`config.mk`:
```
export PLATFORM = sky130hd
export DESIGN_NAME = if_fetch_unit_flat
export DESIGN_NICKNAME = d
export VERILOG_FILES = /design/src/rtl/if_fetch_unit_if.sv /design/src/rtl/if_fetch_unit.sv /design/src/flat_wrapper.sv
export SDC_FILE = /design/constraint.sdc
export NUM_CORES = 1
export LEC_CHECK = 0
export CORE_MARGIN = 2
export CORE_UTILIZATION = 50
export CTS_CLUSTER_DIAMETER = 200
export DETAILED_ROUTE_END_ITERATION = 7
export GPL_TIMING_DRIVEN = 0
export PLACE_DENSITY_LB_ADDON = 0.08
export SLEW_MARGIN = 20
export SYNTH_ARGS = -nofsm -noshare
export SYNTH_HDL_FRONTEND = slang
export SYNTH_SLANG_ARGS = --single-unit
```
`constraint.sdc`:
```
create_clock -name clk -period 7.8 [get_ports clk]
set_input_delay 2.34 -clock clk [delete_from_list [all_inputs] [get_ports clk]]
set_output_delay 2.34 -clock clk [all_outputs]
set_load 0.01 [all_outputs]
```
`src/rtl/if_fetch_unit_if.sv`:
```
// Handshake bundle between the instruction fetch unit, instruction memory and decode.
// master = fetch unit side, slave = memory/decode/core side.
interface if_fetch_unit_if;
    logic        imem_req;
    logic [31:0] imem_addr;
    logic        imem_gnt;
    logic        imem_rvalid;
    logic [31:0] imem_rdata;
    logic        instr_valid;
    logic [31:0] instr;
    logic [31:0] instr_pc;
    logic        instr_ready;
    logic        redirect_valid;
    logic [31:0] redirect_pc;
    logic        halt;

    modport master (
        output imem_req, imem_addr, instr_valid, instr, instr_pc,
        input  imem_gnt, imem_rvalid, imem_rdata, instr_ready,
               redirect_valid, redirect_pc, halt
    );

    modport slave (
        input  imem_req, imem_addr, instr_valid, instr, instr_pc,
        output imem_gnt, imem_rvalid, imem_rdata, instr_ready,
               redirect_valid, redirect_pc, halt
    );
endinterface

```
`src/rtl/if_fetch_unit.sv`:
```
// Instruction fetch stage: PC, credit-limited memory requests, prefetch FIFO, redirect flush.
// Optional stall counter port perf_stall_cnt is built when IF_PERF_CNT_EN is defined.
module if_fetch_unit #(
    parameter logic [31:0] RESET_PC   = 32'h0000_0000,
    parameter int          FIFO_DEPTH = 4,
    parameter int          MAX_OUTST  = 2
) (
    input  logic            clk,
    input  logic            rst_n,
    if_fetch_unit_if.master bus
`ifdef IF_PERF_CNT_EN
    ,
    output logic [31:0]     perf_stall_cnt
`endif
);
    localparam int         AW      = $clog2(FIFO_DEPTH);
    localparam int         CW      = AW + 1;
    localparam logic [1:0] AQ_LAST = 2'(MAX_OUTST - 1);

    function automatic logic [1:0] aq_inc(input logic [1:0] p);
        return (p == AQ_LAST) ? 2'd0 : p + 2'd1;
    endfunction

    logic [31:0]   pc_r;
    logic [1:0]    outst_r;
    logic [1:0]    disc_r;
    logic [1:0]    aq_wr_r;
    logic [1:0]    aq_rd_r;
    logic [31:0]   aq_mem_r     [0:3];
    logic [31:0]   fifo_instr_r [0:FIFO_DEPTH-1];
    logic [31:0]   fifo_pc_r    [0:FIFO_DEPTH-1];
    logic [AW-1:0] rd_ptr_r;
    logic [AW-1:0] wr_ptr_r;
    logic [CW-1:0] fifo_cnt_r;

    logic [15:0]   inflight_s;
    logic          imem_req_s;
    logic          accept_s;
    logic          resp_s;
    logic          resp_take_s;
    logic          resp_drop_s;
    logic          push_s;
    logic          pop_s;
    logic          fifo_nonempty_s;
    logic          unused_ok_s;

    // Every in-flight request, live or stale, holds a credit until its response returns.
    assign inflight_s      = 16'(outst_r) + 16'(disc_r);
    assign fifo_nonempty_s = (fifo_cnt_r != {CW{1'b0}});
    assign imem_req_s      = rst_n & ~bus.halt & ~bus.redirect_valid
                           & ((16'(fifo_cnt_r) + inflight_s) < 16'(FIFO_DEPTH))
                           & (inflight_s < 16'(MAX_OUTST));
    assign accept_s        = imem_req_s & bus.imem_gnt;
    assign resp_s          = bus.imem_rvalid & (inflight_s != 16'd0);
    assign resp_drop_s     = resp_s & (disc_r != 2'd0);
    assign resp_take_s     = resp_s & (disc_r == 2'd0);
    assign push_s          = resp_take_s & ~bus.redirect_valid;
    assign pop_s           = fifo_nonempty_s & bus.instr_ready & ~bus.redirect_valid;
    assign unused_ok_s     = ^bus.redirect_pc[1:0];

    assign bus.imem_req    = imem_req_s;
    assign bus.imem_addr   = pc_r;
    assign bus.instr_valid = fifo_nonempty_s;
    assign bus.instr       = fifo_instr_r[rd_ptr_r];
    assign bus.instr_pc    = fifo_pc_r[rd_ptr_r];

    // PC, outstanding/discard accounting and the address queue of accepted requests
    always_ff @(posedge clk) begin
        if (!rst_n) begin
            pc_r    <= RESET_PC;
            outst_r <= 2'd0;
            disc_r  <= 2'd0;
            aq_wr_r <= 2'd0;
            aq_rd_r <= 2'd0;
            for (int i = 0; i < 4; i++) begin
                aq_mem_r[i] <= 32'h0000_0000;
            end
        end else if (bus.redirect_valid) begin
            // A same-cycle response retires the oldest in-flight request, live or stale.
            pc_r    <= {bus.redirect_pc[31:2], 2'b00};
            disc_r  <= disc_r + outst_r - {1'b0, resp_s};
            outst_r <= 2'd0;
            aq_wr_r <= 2'd0;
            aq_rd_r <= 2'd0;
        end else begin
            if (accept_s) begin
                pc_r              <= pc_r + 32'd4;
                aq_mem_r[aq_wr_r] <= pc_r;
                aq_wr_r           <= aq_inc(aq_wr_r);
            end
            if (resp_take_s) begin
                aq_rd_r <= aq_inc(aq_rd_r);
            end
            outst_r <= outst_r + {1'b0, accept_s} - {1'b0, resp_take_s};
            disc_r  <= disc_r - {1'b0, resp_drop_s};
        end
    end

    // Prefetch FIFO: response words in, decode pops out, flushed on redirect
    always_ff @(posedge clk) begin
        if (!rst_n) begin
            rd_ptr_r   <= {AW{1'b0}};
            wr_ptr_r   <= {AW{1'b0}};
            fifo_cnt_r <= {CW{1'b0}};
            for (int i = 0; i < FIFO_DEPTH; i++) begin
                fifo_instr_r[i] <= 32'h0000_0000;
                fifo_pc_r[i]    <= 32'h0000_0000;
            end
        end else if (bus.redirect_valid) begin
            rd_ptr_r   <= {AW{1'b0}};
            wr_ptr_r   <= {AW{1'b0}};
            fifo_cnt_r <= {CW{1'b0}};
        end else begin
            if (push_s) begin
                fifo_instr_r[wr_ptr_r] <= bus.imem_rdata;
                fifo_pc_r[wr_ptr_r]    <= aq_mem_r[aq_rd_r];
                wr_ptr_r               <= wr_ptr_r + AW'(1'b1);
            end
            if (pop_s) begin
                rd_ptr_r <= rd_ptr_r + AW'(1'b1);
            end
            fifo_cnt_r <= fifo_cnt_r + CW'(push_s) - CW'(pop_s);
        end
    end

`ifdef IF_PERF_CNT_EN
    logic [31:0] perf_r;

    // Saturating count of cycles where decode is starved while fetch is not halted
    always_ff @(posedge clk) begin
        if (!rst_n) begin
            perf_r <= 32'h0000_0000;
        end else if (!fifo_nonempty_s && !bus.halt && (perf_r != 32'hFFFF_FFFF)) begin
            perf_r <= perf_r + 32'd1;
        end else begin
            perf_r <= perf_r;
        end
    end

    assign perf_stall_cnt = perf_r;
`endif
endmodule

```
`src/flat_wrapper.sv`:
```
// flat-port wrapper written by rule: the top's interface ports become plain ports
module if_fetch_unit_flat 
#(
    parameter logic [31:0] RESET_PC   = 32'h0000_0000,
    parameter int          FIFO_DEPTH = 4,
    parameter int          MAX_OUTST  = 2
)
  (clk, rst_n, bus_imem_req, bus_imem_addr, bus_instr_valid, bus_instr, bus_instr_pc, bus_imem_gnt, bus_imem_rvalid, bus_imem_rdata, bus_instr_ready, bus_redirect_valid, bus_redirect_pc, bus_halt);
  if_fetch_unit_if bus_i ();
  input  logic clk;
  input  logic rst_n;
  output wire logic [$bits(bus_i.imem_req)-1:0] bus_imem_req;
  output wire logic [$bits(bus_i.imem_addr)-1:0] bus_imem_addr;
  output wire logic [$bits(bus_i.instr_valid)-1:0] bus_instr_valid;
  output wire logic [$bits(bus_i.instr)-1:0] bus_instr;
  output wire logic [$bits(bus_i.instr_pc)-1:0] bus_instr_pc;
  input wire logic [$bits(bus_i.imem_gnt)-1:0] bus_imem_gnt;
  input wire logic [$bits(bus_i.imem_rvalid)-1:0] bus_imem_rvalid;
  input wire logic [$bits(bus_i.imem_rdata)-1:0] bus_imem_rdata;
  input wire logic [$bits(bus_i.instr_ready)-1:0] bus_instr_ready;
  input wire logic [$bits(bus_i.redirect_valid)-1:0] bus_redirect_valid;
  input wire logic [$bits(bus_i.redirect_pc)-1:0] bus_redirect_pc;
  input wire logic [$bits(bus_i.halt)-1:0] bus_halt;
  assign bus_imem_req = bus_i.imem_req;
  assign bus_imem_addr = bus_i.imem_addr;
  assign bus_instr_valid = bus_i.instr_valid;
  assign bus_instr = bus_i.instr;
  assign bus_instr_pc = bus_i.instr_pc;
  assign bus_i.imem_gnt = bus_imem_gnt;
  assign bus_i.imem_rvalid = bus_imem_rvalid;
  assign bus_i.imem_rdata = bus_imem_rdata;
  assign bus_i.instr_ready = bus_instr_ready;
  assign bus_i.redirect_valid = bus_redirect_valid;
  assign bus_i.redirect_pc = bus_redirect_pc;
  assign bus_i.halt = bus_halt;
  if_fetch_unit #(.RESET_PC(RESET_PC), .FIFO_DEPTH(FIFO_DEPTH), .MAX_OUTST(MAX_OUTST)) u_core (.clk(clk), .rst_n(rst_n), .bus(bus_i));
endmodule
```
; Word-level counts from Yosys, hierarchy flattened
; Memory sizes are Yosys's and may differ from the RTL's. A register that Yosys moved wholly into a read port is not among the register bits.
; Cells that the tools add are included.
[totals]
mem_bits_rw = 384
register_bits = 47
out_inout_bits = 98
memories = 3
word_cells = 82
inputBits = 71
[op_classes]
n_addsub = 14
n_mux = 29
n_eq_ne = 2
n_bitwise = 14
n_lt_le_gt_ge = 2
n_reduce_logical = 9
[mem_list]
columns = name, words, word_bits, read_ports, rd_clocked_by_memory_dff, wr, line_no
row1 = u_core.aq_mem_r, 4, 32, 1, 1, 4, if_fetch_unit.sv:29  ; logic [31:0] aq_mem_r [0:3];
row2 = u_core.fifo_instr_r, 4, 32, 1, 1, 4, if_fetch_unit.sv:30  ; logic [31:0] fifo_instr_r [0:FIFO_DEPTH-1];
row3 = u_core.fifo_pc_r, 4, 32, 1, 1, 4, if_fetch_unit.sv:31  ; logic [31:0] fifo_pc_r [0:FIFO_DEPTH-1];
[ops]
columns = cell, n
row1 = two-way mux 32 bit, 5
row2 = OR reduction 32 bit, 3
row3 = "adder 32 x 3 -> 32 bit, second input constant", 1
row4 = two-way mux 2 bit, 12
row5 = adder 3 x 16 -> 16 bit, 1
row6 = "< comparator 16 x 2 -> 1 bit, second input constant", 1
row7 = "< comparator 16 x 3 -> 1 bit, second input constant", 1
row8 = nonzero test 16 bit, 1
row9 = two-way mux 1 bit, 12
row10 = bitwise AND 1 bit, 11
row11 = "adder 2 x 1 -> 2 bit, second input constant", 4
row12 = subtractor 2 x 1 -> 2 bit, 3
row13 = "== test 2 x 1 -> 1 bit, second input constant", 2
row14 = nonzero test 2 bit, 2
row15 = adder 2 x 2 -> 3 bit, 1
row16 = adder 3 x 1 -> 3 bit, 1
row17 = NOT 1 bit, 3
row18 = nonzero test 3 bit, 1
row19 = subtractor 3 x 1 -> 3 bit, 1
row20 = adder 2 x 1 -> 2 bit, 1
row21 = adder 2 bit, 1
row22 = logical NOT 2 bit, 1
row23 = OR reduction 2 bit, 1

; Depth between registers and ports, before layout
[logic_depth]
ltp_word = 12
depth_mapped = 14
depth_no_buf = 13

; Least setup slack after synthesis
; Ideal clock, no wire load.
[synth_timing]
path_type = in2reg
from = input port bus_redirect_valid
to = memory u_core.fifo_instr_r[2][0], enable pin
stages = 5
setup_ns = 0.568
arrival_time_ns = 7.347
required_ns = 7.232
slack_ns = -0.115
cell_sequence = clkbuf_1 > nor2_1 > buf_2 > nand2_1 > o21ai_0
[synth_rtl]
columns = element, line_no
row1 = start: declaration, flat_wrapper.sv:21  ; input wire logic [$bits(bus_i.redirect_valid)-1:0] bus_redirect_valid;
row2 = end: declaration, if_fetch_unit.sv:30

; Final worst setup path
[layout_timing]
from = input port rst_n
to = output port bus_imem_req
[layout_between]
elab_chain_cells = 4
[layout_rtl]
columns = element, line_no
row1 = start: declaration, flat_wrapper.sv:11  ; input logic rst_n;
row2 = bitwise AND 1 bit (2 in series), if_fetch_unit.sv:50  ; assign imem_req_s = rst_n & ~bus.halt & ~bus.redirect_valid
row3 = bitwise AND 1 bit, if_fetch_unit.sv:51  ; & ((16'(fifo_cnt_r) + inflight_s) < 16'(FIFO_DEPTH))
row4 = bitwise AND 1 bit, if_fetch_unit.sv:52  ; & (inflight_s < 16'(MAX_OUTST));
row5 = end: declaration, flat_wrapper.sv:12  ; output wire logic [$bits(bus_i.imem_req)-1:0] bus_imem_req;
; Every way passes these cells.

==> results.yml <==
status:
  status: "complete, no violations"
logic_synthesis:
  yosys.cell_types.count: 60
  synthCells: 1271
  synth-seq-cells: 417
  synth_area_leaders: "edfxtp_1, mux4_2, and2_1"
  synth_edf_count: 368
  synth_top_area_cell: "edfxtp_1"
  yosysWarnings: 0
  ys_seq_area_frac: 0.654
  synth_ff_type: "edfxtp_1"
  synthesis.area_um2: 18400
  syn_avg_cell_area_um2: 14.5
  synth_top_area_share: 0.601
  synthArstFlopShare: 0
drt:
  drt_iter0_drc: 857
  viasPerCell: 5.60
  route.detailed.drc: 0
  drt-total-wl_mm: 43.9
  vias: 11200
  avgRoutedWirePerCell_um: 22.0
  postRouteAntennaNets: 0
  drtPass1Iterations: 6
place:
  gp_congestion: 0.851
  portBuffers: 161
  dp_cells: 1920
  placed_area_um2: 21100
  place_hpwl_mm: 29.8
  post-place-ws_ns: 0.454
setup_path:
  worstPathCellList: "clkdlybuf4s50_1 > inv_1 > nor2_1 > buf_2 > clkbuf_1 > and4b_1 > clkdlybuf4s50_1"
  arrival_ns: 5.05
  crit_path_max_incr_delay_ns: 0.68
  critPathTopFamily: "buffers and inverters"
  path_depth: 7
  timing.rr.end: "u_core.outst_r[1]"
  critPathSlowestCell: "clkbuf_1"
  path_class: "input port to primary output"
  cpMostUsedCell: "clkdlybuf4s50_1"
  cp.required_ns: 5.46
  worstReg2RegStart: "u_core.disc_r[0]"
  critPathLaunchType: "input port"
  crit_fanout: 10
  cp_num_buf_inv: 5
  rrSetupSlack_ns: 4.04
  endpoint_kind: "primary output"
  r2r_cells: 14
clock_tree:
  cts.sinks: 417
  cts_tree: "done"
  cts.htree.levels: 2
  numCtsBuffers: 43
  ctsHoldBuffers: 0
  cts-resized-gates: 0
  post-cts-setup-buffers: 0
  path_clk_slew_ns: 0.06
  ctsLongestPathBuffers: 3
  clk_latency_ns: 0.53
  cts.root.buffer_cell: "clkbuf_16"
sta:
  final-hold-violation-count: 0
  slew_viol_final: 0
  min_period_ns: 7.39
  slew_headroom: 0.295
  grt_setup_unrepaired: "no"
  finClkSkew_ns: 0.0112
  timing.final.ws_setup_ns: 0.415
  tns_ns: 0
  max_freq_mhz: 135
  finalSetupViolCount: 0
  fin_crit_sh: 0.947
  tightest_slew_ns: 1.06
  hold_ws_ns: 0.440
grt:
  antenna_found_initial: 0
  grt_pass1_vias: 11700
  grt_max_degree: 46
  grtUsageTotal: 0.232
  overflow: 0
  grt_pass1_wl_mm: 67.4
floorplanning:
  die_area_um2: 38300
  start_util: 0.505
  coreArea_um2: 36400
  num_io_pins: 169
  die_w_um: 196
  fp.dieH_um: 196
  std_cell_rows: 70
power_and_ir_drop:
  p_leak_nw: 8.37
  power_density_nw_per_um2: 225
  ir_drop_mv: 0.126
job:
  drv_cap: 0
final_layout:
  area_delta_synth_final_pct: 21.6
  diodes: 0
  drive_gt1_frac: 0.137
  stdcell_count: 1998
  nNetsFinal: 1582
  fillCellCount: 2841
  stdcell_area_um2: 22400
worst_hold_path:
  hp-class: "flip-flop to flip-flop"
  hold_depth: 2
  hold_end: "u_core.aq_rd_r[1]"
  hold_start: "u_core.aq_rd_r[1]"
## worst register-to-register path: cells and delay by family, from the launching register on
kind / cells / cell delay [ns]
adders and majority gates: 4 / 1.27
buffers and inverters: 5 / 0.92
AOI/OAI and AO/OA: 1 / 0.59
DFF: 1 / 0.38
xor gates and xnor gates: 2 / 0.30
and+or+nand+nor: 2 / 0.16
## where the power goes
part	internal, mW	total [mW]	switching [mW]
Combinational	0.227	0.502	0.275
Sequential	2.54	2.59	0.0491
Clock	1.11	1.94	0.829
Total	3.87	5.03	1.15
## how the worst max path moves through the flow
stage / from / to
after global routing: rst_n / bus_imem_req
final: rst_n / bus_imem_req
after detailed placement: rst_n / bus_imem_req
after floorplan: bus_redirect_valid / u_core.fifo_instr_r[2][0]
after CTS: rst_n / bus_imem_req
after global placement: rst_n / u_core.fifo_instr_r[2][26]
## layer usage
layer,wire [um],part of all wire,global-route usage
met5,0,0,0
met4,929,0.021,0.0586
met3,2320,0.053,0.0323
met2,22000,0.50,0.402
met1,18700,0.42,0.313
## placed cells by master (no fill, tap or decap), drive strengths merged, types with 13 or more instances in the layout
master	n
inv	51
dfxtp	49
clkbuf	133
nand2	67
and3	98
clkinv	16
nor4	13
mux4	92
nor2	110
o21ai	13
nand3	21
edfxtp	368
and2	157
clkdlybuf4s50	161
buf	40
## through the flow
step | util | total power [mW]
floorplan | - | 2.88
global placement | 0.565 | 3.12
detailed placement | 0.578 | 3.14
CTS | 0.614 | 5.06
global route | 0.614 | 5.18
finish | 0.614 | 5.03
## logic make-up (layout without fill, tap and decap cells)
family / Yosys count / in the layout / share of synthesized area
AND/OR/NAND/NOR: 512 / 512 / 0.155
flip-flops: 417 / 417 / 0.654
buffers and inverters: 147 / 403 / 0.0325
multiplexers: 92 / 92 / 0.113
AO/OA/AOI/OAI: 66 / 66 / 0.0250
XOR/XNOR: 22 / 22 / 0.0105
adder cells (fa/ha/maj): 14 / 14 / 0.0103
other: 1 / 4 / 0.000204
## cells in the mapped netlist, types with 3 or more instances
cell type	count
edfxtp_1	368
and2_1	157
nor2_1	109
and3_1	97
mux4_2	92
clkbuf_1	74
nand2_1	66
inv_1	50
dfxtp_1	49
nand3_1	17
buf_2	12
ha_1	12
xnor2_1	12
o21ai_0	11
a21oi_1	10
nor4_1	10
xor2_1	10
nand4_1	8
o211ai_1	8
a31oi_1	6
buf_4	6
nor3_1	6
o311ai_0	6
or3_1	6
or4_1	6
and4_1	5
buf_1	4
nand2b_1	4
o31ai_1	4
a311oi_1	3
nand3_2	3
nor2b_1	3
o21a_1	3
## flip-flops by register name, indices dropped and copies added (netlist names), named ones only
name / cells
u_core.aq_mem_r: 120
u_core.outst_r: 2
u_core.fifo_instr_r: 128
u_core.fifo_cnt_r: 3
u_core.bus.imem_addr: 30
u_core.disc_r: 2
u_core.aq_wr_r: 2
u_core.aq_rd_r: 2
u_core.fifo_pc_r: 120
u_core.rd_ptr_r: 2
u_core.wr_ptr_r: 2
## layout make-up
type | instances | area, um2 | area share
well taps | 468 | 586 | 0.0262
plain buffers | 97 | 409 | 0.0183
clock buffers | 59 | 1170 | 0.0521
clock inverters | 19 | 140 | 0.00627
inverters | 50 | 188 | 0.00839
multi-input cells | 710 | 5830 | 0.261
repair buffers | 178 | 2010 | 0.0899
flip-flops and latches | 417 | 12000 | 0.538
(Power assumes the default switching activity.)
